## src/rtl/flag_ctx_reg.sv

```systemverilog
// Status-flag register with a small LIFO save stack for interrupt/call context.
// Supports per-flag ALU writes, push/pop/swap of the flag context and sticky stack errors.
module flag_ctx_reg #(
    parameter int NFLAGS = 4,
    parameter int DEPTH  = 4
) (
    input  logic                       clock,
    input  logic                       reset,
    input  logic [NFLAGS-1:0]          flags_in,
    input  logic [NFLAGS-1:0]          flag_we,
    input  logic                       push,
    input  logic                       pop,
    input  logic                       err_clr,
    output logic [NFLAGS-1:0]          flags_out,
    output logic [$clog2(DEPTH+1)-1:0] level,
    output logic                       full,
    output logic                       empty,
    output logic                       ovf_err,
    output logic                       unf_err
);

    localparam int LW = $clog2(DEPTH + 1);
    localparam int IW = (DEPTH > 1) ? $clog2(DEPTH) : 1;
    localparam logic [LW-1:0] DEPTH_L = LW'(DEPTH);

    logic [NFLAGS-1:0] stack [DEPTH];

    logic              pop_ok;
    logic              swap;
    logic              push_only;
    logic              pop_only;
    logic              ovf_ev;
    logic              unf_ev;
    logic [IW-1:0]     top_idx;
    logic [IW-1:0]     wr_idx;
    logic [NFLAGS-1:0] flags_next;
    logic [LW-1:0]     level_next;

    assign full  = (level == DEPTH_L);
    assign empty = (level == '0);

    // A successful pop (alone or as a swap) overrides the ALU write for that edge.
    always_comb begin
        pop_ok     = pop && !empty;
        swap       = push && pop_ok;
        push_only  = push && !pop_ok && !full;
        pop_only   = pop_ok && !push;
        ovf_ev     = push && !pop_ok && full;
        unf_ev     = pop && empty;
        top_idx    = IW'(level - LW'(1));
        wr_idx     = swap ? top_idx : IW'(level);
        flags_next = (flags_out & ~flag_we) | (flags_in & flag_we);
        if (pop_ok) begin
            flags_next = stack[top_idx];
        end
        level_next = level;
        if (push_only) begin
            level_next = level + LW'(1);
        end else if (pop_only) begin
            level_next = level - LW'(1);
        end
    end

    always_ff @(posedge clock or negedge reset) begin
        if (!reset) begin
            flags_out <= '0;
            level     <= '0;
            ovf_err   <= 1'b0;
            unf_err   <= 1'b0;
            for (int i = 0; i < DEPTH; i++) begin
                stack[i] <= '0;
            end
        end else begin
            flags_out <= flags_next;
            level     <= level_next;
            if (push_only || swap) begin
                stack[wr_idx] <= flags_out;
            end
            if (err_clr) begin
                ovf_err <= 1'b0;
                unf_err <= 1'b0;
            end else begin
                ovf_err <= ovf_err | ovf_ev;
                unf_err <= unf_err | unf_ev;
            end
        end
    end

endmodule

```

## config.mk

```make
export PLATFORM = sky130hd
export DESIGN_NAME = flag_ctx_reg
export DESIGN_NICKNAME = d
export VERILOG_FILES = /design/src/rtl/flag_ctx_reg.sv
export SDC_FILE = /design/constraint.sdc
export NUM_CORES = 1
export LEC_CHECK = 0
export ABC_CLOCK_PERIOD_IN_PS = 4300
export BUFFER_PORTS_ARGS = -buffer_cell sky130_fd_sc_hd__buf_4
export CAP_MARGIN = 20
export CORE_MARGIN = 8
export CORE_UTILIZATION = 50
export CTS_CLUSTER_DIAMETER = 150
export DETAILED_ROUTE_END_ITERATION = 6
export PLACE_DENSITY = 0.72
export SLEW_MARGIN = 20
export SYNTH_ARGS = -nofsm -noshare
export SYNTH_HDL_FRONTEND = slang
export SYNTH_SLANG_ARGS = --single-unit
```

## constraint.sdc

```tcl
create_clock -name clock -period 4.3 [get_ports clock]
set_input_delay 0.645 -clock clock [delete_from_list [all_inputs] [get_ports clock]]
set_output_delay 0.645 -clock clock [all_outputs]
set_load 0.02 [all_outputs]
```

# [Word-level counts from Yosys, hierarchy flattened]
# Cells that the tools add are included.
[totals] register_bits=25 output_inout_bits=11 wordCells=49
[classes] add_sub_neg=2 magnitude_cmp=3 n_eq_ne=1 n_mux=12 bitwise_logic=8 reduce_logical=15
[ops] op="$bwmux W16" count=1
[ops] op="$mux W4" count=4
[ops] op="$and A4 B4 Y4" count=2
[ops] op="$bmux W4 S2" count=1
[ops] op="$demux W4 S2" count=1
[ops] op="$logic_and A1 B1 Y1" count=8
[ops] op="$ge A3 B3 Y1 const B" count=2
[ops] op="$mux W3" count=2
[ops] op="$not A2 Y3" count=2
[ops] op="$logic_not A1 Y1" count=4
[ops] op="$not A4 Y4" count=1
[ops] op="$or A4 B4 Y4" count=1
[ops] op="$add A3 B1 Y3 const B" count=1
[ops] op="$eq A3 B3 Y1 const B" count=1
[ops] op="$logic_not A3 Y1" count=1
[ops] op="$lt A3 B1 Y1 const B" count=1
[ops] op="$sub A3 B1 Y3 const B" count=1
[ops] op="$mux W1" count=2
[ops] op="$mux W2" count=1
[ops] op="$or A1 B1 Y1" count=2
[ops] op="$reduce_bool A2 Y1" count=1
[ops] op="$logic_or A1 B1 Y1" count=1

# [Depth between registers and ports, before layout]
# Gate-level depths: netlist (run 1).
[depth] word_depth=11 mapped_depth=8

# [Least setup slack after synthesis (run 1)]
# Ideal clock, no wire load.
[synth_path] kind="register to register" start="reg level[0]" end="reg stack[5] (netlist bit)" setup_ns=0.125 arrival_time_ns=2.069 required_time_ns=4.175 path_slack_ns=2.106 path_stages_with_launch=8 path_cell_list="dfrtp_1 > buf_6 > inv_1 > ha_1 > mux2i_1 > a32oi_2 > nor3_2 > mux2_2"
[synth_between] elab_chain_len=11 elab_cells_between_ends=19
[synth_rtl] item="from (decl)" line="15" source="output logic [$clog2(DEPTH+1)-1:0] level,"
[synth_rtl] item="from (signal assigned)" line="75" source="level <= level_next;"
[synth_rtl] item="branches (longest 11 deep; another with $sub A3 B1 Y3)"
[synth_rtl] item="to (signal, indexed assignment)" line="77" source="stack[wr_idx] <= flags_out;"
[synth_rtl] item="to (decl)" line="26" source="logic [NFLAGS-1:0] stack [DEPTH];"
# Several ways; the timed one is not identified.
# A chain may end at the register's enable or synchronous reset.

# [Final worst setup path (run 1)]
[layout_path] start="reg level[0]" end="out full"
[layout_between] elab_chain_len=1
[layout_rtl] item="$eq A3 B3 Y1" line="39" source="assign full = (level == DEPTH_L);"
[layout_rtl] item="to (decl)" line="16" source="output logic full,"
# No other way between the ends.

==> results_dict.tcl, run 1 <==
set metrics [dict create \
    outcome "finished, final reports clean" \
    ratio_of_final_minimum_period_to_clock_period 0.597 \
    tritoncts.num_buffers 3 \
    post-route-worst-setup-slack_ns 1.73 \
    cts-hold-fix-buffers 0 \
    detail_route.first_pass.iterations 4 \
    timing_hold_violations_final 0 \
    synth.lib_cells_used.distinct 33 \
    timing.critical_path.fanout_max 9 \
    synth_top_family_by_area "multiplexers" \
    synth_area_leaders "dfrtp_1 47%, mux2_2 9.2%, mux4_2 6.7%, mux2i_1 4.5%, mux2_1 4.2%" \
    synth_compound_gate_area_share 0.107 \
    cellLeakagePower_nw 0.700 \
    grt_setup_unrepaired "false" \
    route.detailed.drc 0 \
    portBuffers 23 \
    post_synth_instance_area_um2 1340 \
    synth_largest_area_cell "dfrtp_1" \
    synthDominantCellAreaShare 0.466 \
    setup_viol 0 \
    final.min_clock_period_ns 2.57 \
    grt-ovfl-total 0 \
    synth_seq_cells 25 \
    clock.fmax_mhz 389 \
    yosys.area_share.xor_xnor 0.00652 \
    timing.setup.critical_path_class "reg -> out" \
    finalSetupTns_ns 0 \
    dp_slack_ns 1.73 \
    clkLatencyLatePin_ns 0.32 \
    grt_pass1_wl_mm 4.55 \
    clock_sinks 25 \
    synth_common_cells "25 x dfrtp_1, 11 x mux2_2, 7 x nor2_1" \
    synth_area_in_adders 0.0280 \
    drt_wl_total_mm 2.75 \
    slew_violations 0 \
    chipHeight_um 67.8 \
    via_per_inst 5.71 \
    top_level_ports 24 \
    power_density_nw_per_um2 764 \
    cap_violations 0 \
    warnings_from_yosys 0 \
    synth_flop_cell "dfrtp_1" \
    coreArea_um2 2520 \
    vias_in_the_first_global_route 969 \
    syn-mean-instance-area_um2 12.5 \
    count_of_flip_flops_with_a_built_in_enable_after_synthesis 0 \
    required_ns 3.65 \
    die_w_um 67.8 \
    slew_headroom 0.699 \
    route.antenna.remaining_nets 0 \
    cts_tree "yes" \
    start_util 0.532 \
    insertedDiodeCount 0 \
    drive_gt1_frac 0.423 \
    largest_net_degree_at_the_start_of_global_routing 26 \
    min-delay-path-class "in -> async" \
    nets 147 \
    clock_pin_slew_on_the_worst_setup_and_hold_paths_ns 0.13 \
    first_iter_violations 37 \
    postCtsResizedCells 0 \
    cts_max_path_buffers 2 \
    synth_simple_gate_area_share 0.106 \
    async_reset_ff_frac 1.00 \
    postSynthNetCount 123 \
    grtUsageTotal 0.130 \
    htree_num_levels 1 \
    root_buffer "clkbuf_4" \
    dpl.hpwl_mm 2.07 \
    cts_post_setup_buffers_inserted 0 \
    gp_routability_congestion 0.885 \
    start_kind "register" \
    num_rows 18 \
    worst_clock_skew_ns 0.00225 \
    setup.worst_path.end_class "primary output" \
    synth_cells 107 \
    vdd_ir_drop_max_uv 511 \
    tightest_slew_ns 0.452 \
    area_delta_synth_final_pct 15.4 \
    routed_wire_length_per_instance_um 17.2 \
    post-synth-top-count-cell "dfrtp_1" \
    die-area_um2 4600 \
    ys_seq_area_frac 0.466 \
    muxShareOfSynthArea 0.246 \
    cp.arrival_ns 1.92 \
    total_number_of_vias 914 \
    antenna_found_initial 0 \
]
## cells by family (layout without fill, tap and decap cells)
kind of cell,after synthesis,count (layout)
xor gates and xnor gates,1,1
and+or+nand+nor,23,23
AOI/OAI and AO/OA,19,19
buffers and inverters,10,33
adders and majority gates,3,3
DFF,25,25
muxes,26,26
## report_power, final
part | total, mW | internal [mW] | switching [mW]
Clock | 0.104 | 0.0348 | 0.0696
Sequential | 0.459 | 0.352 | 0.108
Combinational | 0.620 | 0.319 | 0.301
## layout by cell type (no fill, tap or decap), types with 4 or more instances in the layout
master and count:
inv_1 5, dfrtp_1 25, mux4_2 4, mux2_1 5, a21oi_1 6, mux2i_1 6, mux2_2 11, buf_4 23
nor2_1 7
## metrics by stage
stage | cell area [um2] | util | std cells | power (mW) | hold slack (ns)
floorplan | 1340 | - | 107 | 0.908 | 0.349
global placement | 1520 | 0.603 | 156 | 1.07 | 0.468
detailed placement | 1520 | 0.603 | 156 | 1.09 | 0.489
CTS | 1550 | 0.614 | 160 | 1.20 | 0.195
global route | 1550 | 0.614 | 160 | 1.27 | 0.210
finish | 1550 | 0.614 | 160 | 1.18 | 0.200
## worst max-delay path, stage by stage (launching register included)
cell and delay [ns]:
dfrtp_1 0.65, inv_1 0.21, ha_1 0.35, and2_2 0.25
buf_4 0.16
## layout make-up
type | count | area (um2)
sequential | 25 | 626
clock inverter | 1 | 5.00
fill | 218 | 973
tap | 30 | 37.5
inverter | 6 | 22.5
timing repair buffer | 23 | 173
multi-input combinational | 72 | 663
clock buffer | 3 | 22.5
## layer usage
| metal | up-vias | GRT usage | wire (um) |
|---|---|---|---|
| met5 | - | 0 | 0 |
| met4 | 0 | 0.0588 | 32 |
| met3 | 6 | 0.0294 | 144 |
| met2 | 16 | 0.236 | 1420 |
| met1 | 453 | 0.142 | 1150 |
| li1 | 439 | - | - |
## final timing paths
| kind | from | end | slack, ns | depth (start not counted) |
|---|---|---|---|---|
| min in group clock | err_clr | unf_err | 0.46 | 2 |
| hold reg to reg | stack[11] | stack[11] | 0.51 | 1 |
| max in group asynchronous | reset | unf_err | 3.86 | 1 |
| hold / removal | reset | level[2] | 0.20 | 1 |
| setup / recovery | level[0] | full | 1.73 | 4 |
| setup reg to reg | level[0] | stack[15] | 1.75 | 6 |
(Power assumes the default switching activity.)
==> run 2, diff against run 1 <==
Settings changed: ABC_AREA set to 1, ABC_CLOCK_PERIOD_IN_PS 4300 to 2500.
Clock period 4.3 ns to 2.5 ns, I/O delays scaled along.
==> results_dict.tcl, run 2 <==
set metrics [dict create \
    setup.worst_path.end_class "primary output" \
    hold_path_end "ovf_err" \
    timing_hold_violations_final 0 \
    clock.fmax_mhz 502 \
    synth_area_leaders "dfrtp_1 46%, nand2_1 17%, nand4_1 9.2%, nand3_1 6.6%, mux2i_1 2.9%" \
    grt-ovfl-total 0 \
    slew_headroom 0.790 \
    post_synth_instance_area_um2 1370 \
    timing.setup.critical_path_class "reg -> out" \
    routed_wire_length_per_instance_um 15.3 \
    synth_area_in_adders 0.0275 \
    critPathSlowestCell "dfrtp_1" \
    ratio_of_final_minimum_period_to_clock_period 0.797 \
    non_filler_cells_final 224 \
    top_level_ports 24 \
    clkLatencyLatePin_ns 0.31 \
    synth_common_cells "62 x nand2_1, 25 x dfrtp_1, 20 x nand4_1" \
    clockPowerShare 0.088 \
    worstPathCellList "inv_1 -> ha_1 -> nand2_1 -> inv_1 -> buf_4" \
    total_number_of_vias 1271 \
    syn-mean-instance-area_um2 8.08 \
    start_util 0.509 \
    tightest_slew_ns 0.314 \
    critical-path-top-cell-by-count "inv_1" \
    die-area_um2 4660 \
    detail_route.first_pass.iterations 4 \
    first_iter_violations 79 \
    power_mw 1.99 \
    muxShareOfSynthArea 0.0293 \
    worst_hold_path.num_cells 2 \
    vias_in_the_first_global_route 1253 \
    synth_simple_gate_area_share 0.388 \
    critPathBufInv 3 \
    start_kind "register" \
    largest_net_degree_at_the_start_of_global_routing 26 \
    cp.arrival_ns 1.62 \
    seq_power_share 0.370 \
    setup_viol 0 \
    comb_power_share 0.542 \
    synth_largest_area_cell "dfrtp_1" \
    count_of_flip_flops_with_a_built_in_enable_after_synthesis 0 \
    cts_max_path_buffers 2 \
    regToRegStartpoint "level[0]" \
    power_density_nw_per_um2 1250 \
    synth_flop_cell "dfrtp_1" \
    intPower_mw 1.01 \
    post-synth-top-count-cell "nand2_1" \
    cap_violations 0 \
    startpoint_of_the_worst_hold_path "err_clr" \
    area_delta_synth_final_pct 16.8 \
    cellLeakagePower_nw 0.844 \
    yosys.area_share.xor_xnor 0.00641 \
    outcome "finished, final reports clean" \
    route.antenna.remaining_nets 0 \
    mostFrequentLayoutCells "62 x nand2_1, 25 x dfrtp_1, 25 x buf_4, 20 x nand4_1, 18 x nand3_1" \
    antenna_found_initial 0 \
    fillers 239 \
    insertedDiodeCount 0 \
    synth_compound_gate_area_share 0.0339 \
    vdd_ir_drop_max_uv 797 \
    via_per_inst 5.67 \
    layout_commonest_cell "nand2_1" \
    dpl.hpwl_mm 2.56 \
    worst_clock_skew_ns 0.00351 \
    largest_delay_share_family_worst_path "buffers and inverters" \
    worstRegToRegCells 8 \
    r2r-end "stack[0]" \
    grtUsageTotal 0.153 \
    nets 210 \
    clock_sinks 25 \
    drive_gt1_frac 0.207 \
    grt_setup_unrepaired "false" \
    num_rows 19 \
    synth_top_family_by_area "simple AND/OR/NAND/NOR gates" \
    tritoncts.num_buffers 3 \
    final.min_clock_period_ns 1.99 \
    required_ns 2.12 \
    finalSetupTns_ns 0 \
    chipHeight_um 68.3 \
    cts_tree "yes" \
    postSynthNetCount 185 \
    power_switching_share 0.493 \
    grt_pass1_wl_mm 5.46 \
    route.detailed.drc 0 \
    synth_seq_cells 25 \
    async_reset_ff_frac 1.00 \
    portBuffers 23 \
    synthDominantCellAreaShare 0.458 \
    timing.reg2reg.setup_slack_ns 0.54 \
    timing.critical_path.fanout_max 12 \
    root_buffer "clkbuf_4" \
    slew_violations 0 \
    drt_wl_total_mm 3.43 \
    warnings_from_yosys 0 \
    gp_routability_congestion 0.858 \
    p_switching_mw 0.982 \
    min-delay-path-class "in -> reg" \
    coreArea_um2 2690 \
    synth.lib_cells_used.distinct 19 \
    htree_num_levels 1 \
    clock_pin_slew_on_the_worst_setup_and_hold_paths_ns 0.13 \
    die_w_um 68.3 \
    synth_cells 169 \
    critical-path-max-stage-delay_ns 0.41 \
    ys_seq_area_frac 0.458 \
    numPlacedInstances 219 \
]
==> run 2: layout make-up <==
cell class,instances,area [um2],area share
multi-input combinational,126,663,0.415
timing repair buffer,26,198,0.124
inverter,12,45.0,0.0282
clock buffer,4,26.3,0.0165
tap,31,38.8,0.0243
sequential,25,626,0.392
==> run 2: metrics by stage <==
stage	setup WS, ns	cell area, um2	hold WS [ns]	util
after floorplan	0.614	1370	0.0794	-
after global routing	0.370	1600	0.179	0.594
after detailed placement	0.568	1560	0.296	0.581
after CTS	0.499	1600	0.185	0.594
final	0.509	1600	0.198	0.594
after global placement	0.631	1560	0.297	0.581
==> run 2: power groups by stage <==
stage               logic, mW  registers [mW]  clock network [mW]
finish                   1.08           0.738               0.175
global route             1.20           0.752               0.198
CTS                      1.09           0.735               0.185
detailed placement       1.08           0.739                   0
global placement         1.05           0.738                   0
floorplan               0.699           0.762                   0
==> run 2: worst reg2reg max path: cells and delay by family (launching register included) <==
kind | cells | cell delay [ns]
flops | 1 | 0.41
fa+ha+maj | 1 | 0.38
buf+inv | 2 | 0.43
simple gates | 5 | 0.63
==> run 2: repair_timing <==
action | 4_1_cts | 5_1_grt
buffers inserted | 0 | 0
hold endpoints to repair | 25 | 0
hold buffers | 1 | 0
gates resized for setup | 0 | 0
==> run 2: worst max-delay path by stage <==
stage	from	endpoint	slack, ns	depth (start not counted)
final	level[0]	full	0.51	5
after global routing	level[0]	full	0.37	5
after CTS	level[0]	full	0.50	5
after detailed placement	level[0]	stack[0]	0.57	8
after global placement	level[0]	stack[3]	0.63	8
after floorplan	level[0]	stack[4]	0.61	10
==> run 2: cells by family after synthesis <==
group | Yosys count
mux | 4
flops | 25
buf+inv | 18
xor+xnor | 1
simple gates | 110
fa+ha+maj | 3
compound gates | 8
==> run 2: layer usage <==
metal,GRT usage,wire (um)
met5,0,0
met3,0.0376,267
met1,0.174,1490
met2,0.263,1610
met4,0.0742,59
==> run 3, diff against run 2 <==
Settings changed: ABC_AREA 1 to 0, ABC_CLOCK_PERIOD_IN_PS 2500 to 1800, CORE_UTILIZATION 50 to 49, PLACE_DENSITY 0.72 to 0.73.
Clock period 2.5 ns to 1.8 ns, I/O delays scaled along.
==> results_dict.tcl, run 3 (synthesis results as in run 1) <==
set metrics [dict create \
    outcome "complete, but fails checks" \
    failed_checks "negative setup slack" \
    area_of_the_multi_input_gates_um2 764 \
    first_iter_violations 34 \
    drt_wl_total_mm 3.05 \
    area_delta_synth_final_pct 31.9 \
    ratio_of_final_minimum_period_to_clock_period 1.04 \
    route.detailed.drc 0 \
    setup_viol 13 \
    die_w_um 68.3 \
    regToRegStartpoint "level[0]" \
    tightest_slew_ns 0.404 \
    portBuffers 23 \
    largest_net_degree_at_the_start_of_global_routing 26 \
    tritoncts.num_buffers 3 \
    grtUsageTotal 0.143 \
    worst_clock_skew_ns 0.00323 \
    cts_post_setup_buffers_inserted 0 \
    slew_violations 0 \
    detail_route.first_pass.iterations 4 \
    chipHeight_um 68.3 \
    worstPathCellList "clkinvlp_4 -> ha_4 -> mux2i_4 -> a32oi_2 -> a21oi_2 -> buf_4 -> mux2_4" \
    post-route-worst-setup-slack_ns -0.0689 \
    clock_sinks 25 \
    critPathSlowestCell "dfrtp_2" \
    die-area_um2 4670 \
    via_per_inst 5.67 \
    cts_tree "yes" \
    cts_max_path_buffers 2 \
    htree_num_levels 1 \
    grt_pass1_wl_mm 5.03 \
    layout_commonest_cell "buf_4" \
    nets 161 \
    top_level_ports 24 \
    vdd_ir_drop_max_uv 1180 \
    total_number_of_vias 992 \
    dpl.hpwl_mm 2.22 \
    cap_violations 0 \
    cellLeakagePower_nw 0.800 \
    root_buffer "clkbuf_4" \
    clock_pin_slew_on_the_worst_setup_and_hold_paths_ns 0.15 \
    dp_slack_ns -0.0523 \
    final_instance_area_um2 1770 \
    gp_routability_congestion 0.888 \
    start_util 0.500 \
    finalSetupTns_ns -0.432 \
    placement.cell_area_um2 1680 \
    grt-ovfl-total 0 \
    mostFrequentLayoutCells "35 x buf_4, 24 x dfrtp_1, 12 x mux2_4, 7 x nor2_1, 6 x a21oi_1" \
    clkLatencyLatePin_ns 0.32 \
    clock.fmax_mhz 535 \
    vias_in_the_first_global_route 1051 \
    worstRegToRegCells 7 \
    slew_headroom 0.729 \
    grt_setup_unrepaired "true" \
    drive_gt1_frac 0.542 \
    required_ns 2.03 \
    setup.worst_path.end_class "register" \
    coreArea_um2 2690 \
    timing.setup.critical_path_class "reg -> reg" \
    min-delay-path-class "in -> reg" \
    timing_hold_violations_final 0 \
    routed_wire_length_per_instance_um 17.4 \
    hold_ws_ns 0.0782 \
    power_mw 3.39 \
    critical-path-max-stage-delay_ns 0.45 \
    insertedDiodeCount 0 \
    num_rows 19 \
    timing.critical_path.fanout_max 3 \
    route.antenna.remaining_nets 0 \
    cp.arrival_ns 2.10 \
    power_density_nw_per_um2 1920 \
    timing.reg2reg.setup_slack_ns -0.07 \
    antenna_found_initial 0 \
    fillers 212 \
    final.min_clock_period_ns 1.87 \
    crit_start "level[0]" \
    critical_path.endpoint "stack[3]" \
    start_kind "register" \
    final-seq-area_um2 627 \
    r2r-end "stack[3]" \
]
[run 3: cell type report]
type                    count  share of cell area
multi-input cells          72               0.432
clock inverters             1             0.00424
inverters                   6              0.0148
well taps                  31              0.0219
repair buffers             37               0.160
flip-flops and latches     25               0.354
clock buffers               3              0.0127
[run 3: worst min path at each step]
stage	startpoint	end	slack, ns	cells past startpoint
finish	err_clr	ovf_err	0.08	2
global route	err_clr	ovf_err	0.06	2
CTS	err_clr	unf_err	0.07	2
detailed placement	reset	level[2]	0.19	1
global placement	reset	level[2]	0.19	1
floorplan	reset	async pin	-0.03	0
[run 3: metal layers]
layer,track usage,vias up,share of wire
met5,0,-,0
met4,0.0460,0,0.017
met3,0.0295,8,0.053
met2,0.239,26,0.48
met1,0.179,496,0.45
li1,-,462,-
[run 3: what timing repair did]
item                                    CTS  global route
endpoints found under the hold margin    25             0
pin swaps                                 3             0
hold buffers                              1             0
resized for setup                         9             3
endpoints found under the setup margin   17            16
[run 3: critical path, delay by kind of cell (launching register included)]
kind | cells | cell delay [ns]
mux | 2 | 0.58
flops | 1 | 0.45
compound gates | 2 | 0.33
fa+ha+maj | 1 | 0.17
buf+inv | 2 | 0.25
[run 3: where the power goes]
| part | switching, mW | total [mW] | internal (mW) | leakage [nW] |
|---|---|---|---|---|
| logic | 0.920 | 2.06 | 1.14 | 0.488 |
| clock network | 0.182 | 0.267 | 0.0849 | 0.0139 |
| registers | 0.223 | 1.07 | 0.843 | 0.298 |
[run 3: per-stage QoR]
step	instances	util
floorplan	107	-
global placement	170	0.625
detailed placement	170	0.625
CTS	175	0.655
global route	175	0.659
finish	175	0.659
